$ cat src/rtl/mmc5_snd_seq.sv
// mmc5_snd_seq: MMC5 audio control. 240 Hz frame sequencer, $5010/$5011/$5015 registers,
// PCM capture in read mode and PCM IRQ. All state advances on the falling edge of m2.
module mmc5_snd_seq #(
    parameter logic [14:0] FRAME_LAST = 15'd29829,
    parameter logic [14:0] STEP1      = 15'd7457,
    parameter logic [14:0] STEP2      = 15'd14912,
    parameter logic [14:0] STEP3      = 15'd22370,
    parameter logic [14:0] STEP4      = 15'd29828
) (
    input  logic        m2,
    input  logic        map_rst_n,
    input  logic [15:0] cpu_addr,
    input  logic [7:0]  cpu_dat,
    input  logic        cpu_rw,
    input  logic        cpu_ce,
    input  logic [1:0]  l_ctr_nz,
    output logic        e_clk,
    output logic        l_clk,
    output logic [1:0]  ch_en,
    output logic [7:0]  pcm,
    output logic        irq,
    output logic [7:0]  dout,
    output logic        dout_oe
);
    logic [14:0] frame_ctr;
    logic        pcm_mode, irq_en, irq_pend;
    logic        rd, wr, hit_5010, hit_5011, hit_5015, pcm_fetch, dat_nz, q_step, h_step;

    assign rd        = cpu_ce & cpu_rw;
    assign wr        = cpu_ce & ~cpu_rw;
    assign hit_5010  = cpu_addr == 16'h5010;
    assign hit_5011  = cpu_addr == 16'h5011;
    assign hit_5015  = cpu_addr == 16'h5015;
    assign dat_nz    = |cpu_dat;
    assign pcm_fetch = rd & pcm_mode & (cpu_addr[15:14] == 2'b10);
    assign q_step    = (frame_ctr == STEP1) | (frame_ctr == STEP3);
    assign h_step    = (frame_ctr == STEP2) | (frame_ctr == STEP4);
    assign irq       = irq_pend & irq_en;

    always_ff @(negedge m2 or negedge map_rst_n) begin
        if (!map_rst_n) begin
            frame_ctr <= '0;
            e_clk     <= 1'b0;
            l_clk     <= 1'b0;
        end else begin
            frame_ctr <= (frame_ctr == FRAME_LAST) ? 15'd0 : frame_ctr + 15'd1;
            e_clk     <= q_step | h_step;
            l_clk     <= h_step;
        end
    end

    // a zero sample in read mode means end of stream: hold the level and flag the IRQ
    always_ff @(negedge m2 or negedge map_rst_n) begin
        if (!map_rst_n) begin
            pcm_mode <= 1'b0;
            irq_en   <= 1'b0;
            irq_pend <= 1'b0;
            ch_en    <= 2'b00;
            pcm      <= 8'h00;
        end else begin
            if (wr & hit_5010) begin
                pcm_mode <= cpu_dat[0];
                irq_en   <= cpu_dat[7];
            end
            if (wr & hit_5015)
                ch_en <= cpu_dat[1:0];
            if (dat_nz & ((wr & hit_5011 & ~pcm_mode) | pcm_fetch))
                pcm <= cpu_dat;
            if (pcm_fetch & ~dat_nz)
                irq_pend <= 1'b1;
            else if (rd & hit_5010)
                irq_pend <= 1'b0;
        end
    end

    always_comb begin
        dout_oe = rd & (hit_5010 | hit_5015);
        dout    = (rd & hit_5010) ? {irq, 6'b0, pcm_mode} :
                  (rd & hit_5015) ? {6'b0, l_ctr_nz} : 8'h00;
    end
endmodule

$ cat config.mk
export PLATFORM = sky130hd
export DESIGN_NAME = mmc5_snd_seq
export DESIGN_NICKNAME = d
export VERILOG_FILES = /design/src/rtl/mmc5_snd_seq.sv
export SDC_FILE = /design/constraint.sdc
export NUM_CORES = 1
export LEC_CHECK = 0
export ABC_AREA = 1
export CAP_MARGIN = 25
export CELL_PAD_IN_SITES_DETAIL_PLACEMENT = 0
export CELL_PAD_IN_SITES_GLOBAL_PLACEMENT = 1
export CORE_MARGIN = 1.5
export CORE_UTILIZATION = 34
export DETAILED_ROUTE_END_ITERATION = 10
export GPL_ROUTABILITY_DRIVEN = 0
export MAX_ROUTING_LAYER = met4
export PLACE_DENSITY = 0.83
export RECOVER_POWER = 25
export SETUP_SLACK_MARGIN = 0.02
export SLEW_MARGIN = 0
export SYNTH_ARGS = -nofsm -noshare
export SYNTH_HDL_FRONTEND = slang
export SYNTH_SLANG_ARGS = --single-unit
$ cat constraint.sdc
create_clock -name m2 -period 1.5 [get_ports m2]
set_input_delay 0.15 -clock m2 [delete_from_list [all_inputs] [get_ports m2]]
set_output_delay 0.15 -clock m2 [all_outputs]
set_load 0.02 [all_outputs]
==> metrics.md <==
| Metric | Value |
|---|---|
| Outcome | finished, violations left |
| Failing checks | setup timing |
| Drt pass-1 iters | 6 |
| Row cnt | 26 |
| Buf/Inv on CP | 1 |
| Slew Limit Fails | 0 |
| Critical path's slowest cell | dfrtn_1 |
| Initial antenna violation count | 0 |
| First-pass GRT wire length | about 8.9 mm |
| Ordered list of cells on the worst path | nand2_2 -> nor2_2 -> buf_6 |
| Final nets | 381 |
| Yosys top cell area share | 0.404 |
| Worst R2R Setup Slack | 30 ps |
| Total GRT Usage | 0.195 |
| Synthesis-stage register bit count | 30 |
| Post-synth EDFFs | 0 |
| RSZ-0062 raised after global routing | yes |
| Routed wire length | 5.48 mm |
| Peak supply drop | 0.555 mV |
| Largest area contributor in the netlist | dfrtn_1 |
| Reg clk slew, reported paths | 50 ps |
| Netlist cell types | 25 |
| Crit path max-delay family | flip-flops |
| CP max stage delay | 440 ps |
| Main flop type after synthesis | dfrtn_1 |
| Post-route insts no fill | 418 |
| Crit-path max FO | 2 |
| Worst Min Path Start | frame_ctr[10]$_DFF_NN0_ |
| Post-Syn Area | 1860 um2 |
| CTS Buffer Depth | 2 |
| Cells after synthesis | 251 |
| Core region area | 5200 um2 |
| Leak | 1.59 nW |
| Switch Pwr | roughly 0.00056 W |
| Cell Pwr Density | 673 nW/um2 |
| PortBufs | 46 |
| Clock Latency Late Sink | 290 ps |
| Area grow syn2layout | 70.1% |
| Die X | 77.0 um |
| Max H-tree Level | 2 |
| FF-to-FF End | pcm[1]$_DFFE_NN0P_ |
| Most common cell in the netlist | nand2_1 |
| Number of global-route vias before repair | 1890 |
| Initial Utilization | 0.357 |
| Compound-gate portion of the synthesized area | 0.0269 |
| Fillers | approximately 460 |
| 1st-iter DRT viols | 65 |
| Final WS setup | -425 ps |
| Final TNS setup | -5070 ps |
| Largest cells by area after synthesis | dfrtn_1 (40%), nand2_1 (13%), inv_1 (7.3%) |
| Drt wl/cell | 13.1 um |
| HPWL Detailed | ~3.7 mm |
| CTS tree | yes |
| Chip height | 77.0 um |
| Layout cells sized above 1 | 0.509 |
| Num CTS Buffers | 5 |
| Hold violation total from the final report | 0 |
| Crit. End Element | output port |
| Commonest cells in the netlist | nand2_1 (64), inv_1 (36), nor2_1 (32), dfrtn_1 (30), nand3_1 (23) |
| Hold-fix buffers, CTS | 0 |
| Hold Path Depth | 1 |
| Clk Tree Root Cell | clkbuf_8 |
| Global route overflow | 0 |
| Syn_area_per_cell | between 7 and 8 um2 |
| Net Sw Frac | 0.264 |
| Clk_skew | 3.01 ps |
| Main combinational cell family by area after synthesis | simple AND/OR/NAND/NOR gates |
| Post-Synth XOR/XNOR Area | 0.0377 |
| Async SR Flop Fraction | 1.00 |
| Simple-gate portion of the synthesized area | 0.392 |
| Critical R2R Launch | pcm_mode$_DFFE_NN0P_ |
| Reg2Reg Depth | 10 |
| Adder-cell share of the synthesized area | 0.0269 |
| Logic pwr share | 0.206 |
| Vias per cell | ~4.7 |
| Ports | 52 |
| Largest net degree at the start of global routing | 31 |
| Int Power | 0.00157 W |
| CP Data Required Time | 1350 ps |
| ANT nets after route | 0 |
| CTS sink cnt | 30 |
| Endpoints failing setup | 28 |
| Setup CP Type | flop to output port |
| Clk network pwr share | 0.373 |
| DRC errors left | 0 |
| Max_cap viols | 0 |
| Post-synthesis sequential area ratio | 0.404 |
| N_diodes | 0 |
| CP arrival | 1770 ps |
| Die area | 5920 um2 |
| Synth warn | 0 |
| Seq pwr share | 0.422 |
| Multiplexer area fraction after synthesis | 0 |
| Post-Place Setup Slack | -838 ps |
| Dpl cells | 392 |
| Worst Hold Endpoint | frame_ctr[10]$_DFF_NN0_ |
| Worst hold path type | flop to flop |
| Kind of start point of the critical path | flop |
| Vias | around 2000 |
| Pwr Total | 0.00213 W |
==> state kept, by name, summed over array words and instances, names as in the netlist <==
name	flops
ch_en	2
e_clk	1
frame_ctr	15
irq_en	1
irq_pend	1
l_clk	1
pcm	8
pcm_mode	1
==> power by group through the flow <==
stage	clock network [W]	logic, W	registers (W)
detailed placement	0	0.000366	0.000894
CTS	0.000810	0.000402	0.000891
finish	0.000793	0.000438	0.000897
global route	0.000853	0.000469	0.000901
global placement	0	0.000363	0.000895
floorplan	0	0.0000888	0.000945
==> cell usage in the layout (no fill, tap or decap), types with 2 or more instances in the layout <==
master / count
clkbuf_8: 5
buf_2: 9
nor3_1: 4
conb_1: 5
inv_4: 4
clkinv_2: 2
nand3_2: 6
o21ai_1: 4
nand2_2: 17
nand4_1: 6
nand3_1: 18
clkbuf_2: 6
clkdlybuf4s15_1: 3
ha_1: 2
nand2_1: 42
nor2_4: 16
nand4_4: 2
nand2_4: 7
o21ai_2: 3
nor3_2: 5
nor2_1: 17
buf_4: 34
nand3_4: 3
dfrtn_1: 30
xor2_1: 8
nor2_2: 7
inv_2: 9
buf_6: 33
inv_1: 27
clkdlybuf4s50_1: 2
==> metal layers <==
metal  wire length [um]  share of wire  track usage
met2               2850           0.52        0.329
met4                110          0.020       0.0500
met3                178          0.032       0.0345
met1               2350           0.43        0.239
met5                  0              0            -
==> how the worst max path moves through the flow <==
stage | from | slack (ps) | cells past startpoint | endpoint
after floorplan | cpu_addr[8] | -230 | 8 | pcm[1]$_DFFE_NN0P_
after global placement | cpu_addr[5] | -810 | 9 | ch_en[1]$_DFFE_NN0P_
after detailed placement | cpu_addr[5] | -840 | 9 | ch_en[1]$_DFFE_NN0P_
after CTS | pcm_mode$_DFFE_NN0P_ | -410 | 3 | dout[0]
after global routing | irq_en$_DFFE_NN0P_ | -460 | 3 | dout[7]
final | irq_en$_DFFE_NN0P_ | -420 | 3 | dout[7]
==> stage by stage <==
step	utilization	cell area [um2]	hold slack [ps]
after floorplan	-	1950	380
after global placement	0.511	2660	404
after detailed placement	0.511	2660	422
after CTS	0.569	2960	441
after global routing	0.608	3160	479
final	0.608	3160	437
==> logic make-up after synthesis <==
group                    Yosys count
adder cells (fa/ha/maj)            4
flip-flops                        30
buffers and inverters             47
other                              1
AND/OR/NAND/NOR                  151
AO/OA/AOI/OAI                     10
XOR/XNOR                           8
==> repair_timing <==
item                       CTS  global route
cloned                       1             0
setup endpoints to repair   30            37
gates resized for setup    219            59
pin swaps                   36            22
setup buffers               13             5
==> worst reg2reg max path: stages, from the launching register on <==
cell and delay [ps]:
dfrtn_1 420, inv_2 60, buf_4 130, buf_4 140
nand3_2 70, nor2_2 50, nand3_2 70, nand2_4 70
buf_4 170, nand3_1 80, nand2_2 50
==> layout make-up <==
cell class / instances / area (um2) / area share
Multi-Input combinational cell: 179 / 1250 / 0.395
Timing Repair Buffer: 90 / 790 / 0.250
Sequential cell: 30 / 751 / 0.237
Inverter: 41 / 176 / 0.0558
Tap cell: 70 / 87.6 / 0.0277
Clock buffer: 5 / 68.8 / 0.0218
Clock inverter: 3 / 40.0 / 0.0127
Note: power is estimated with default switching activity, not from simulation.
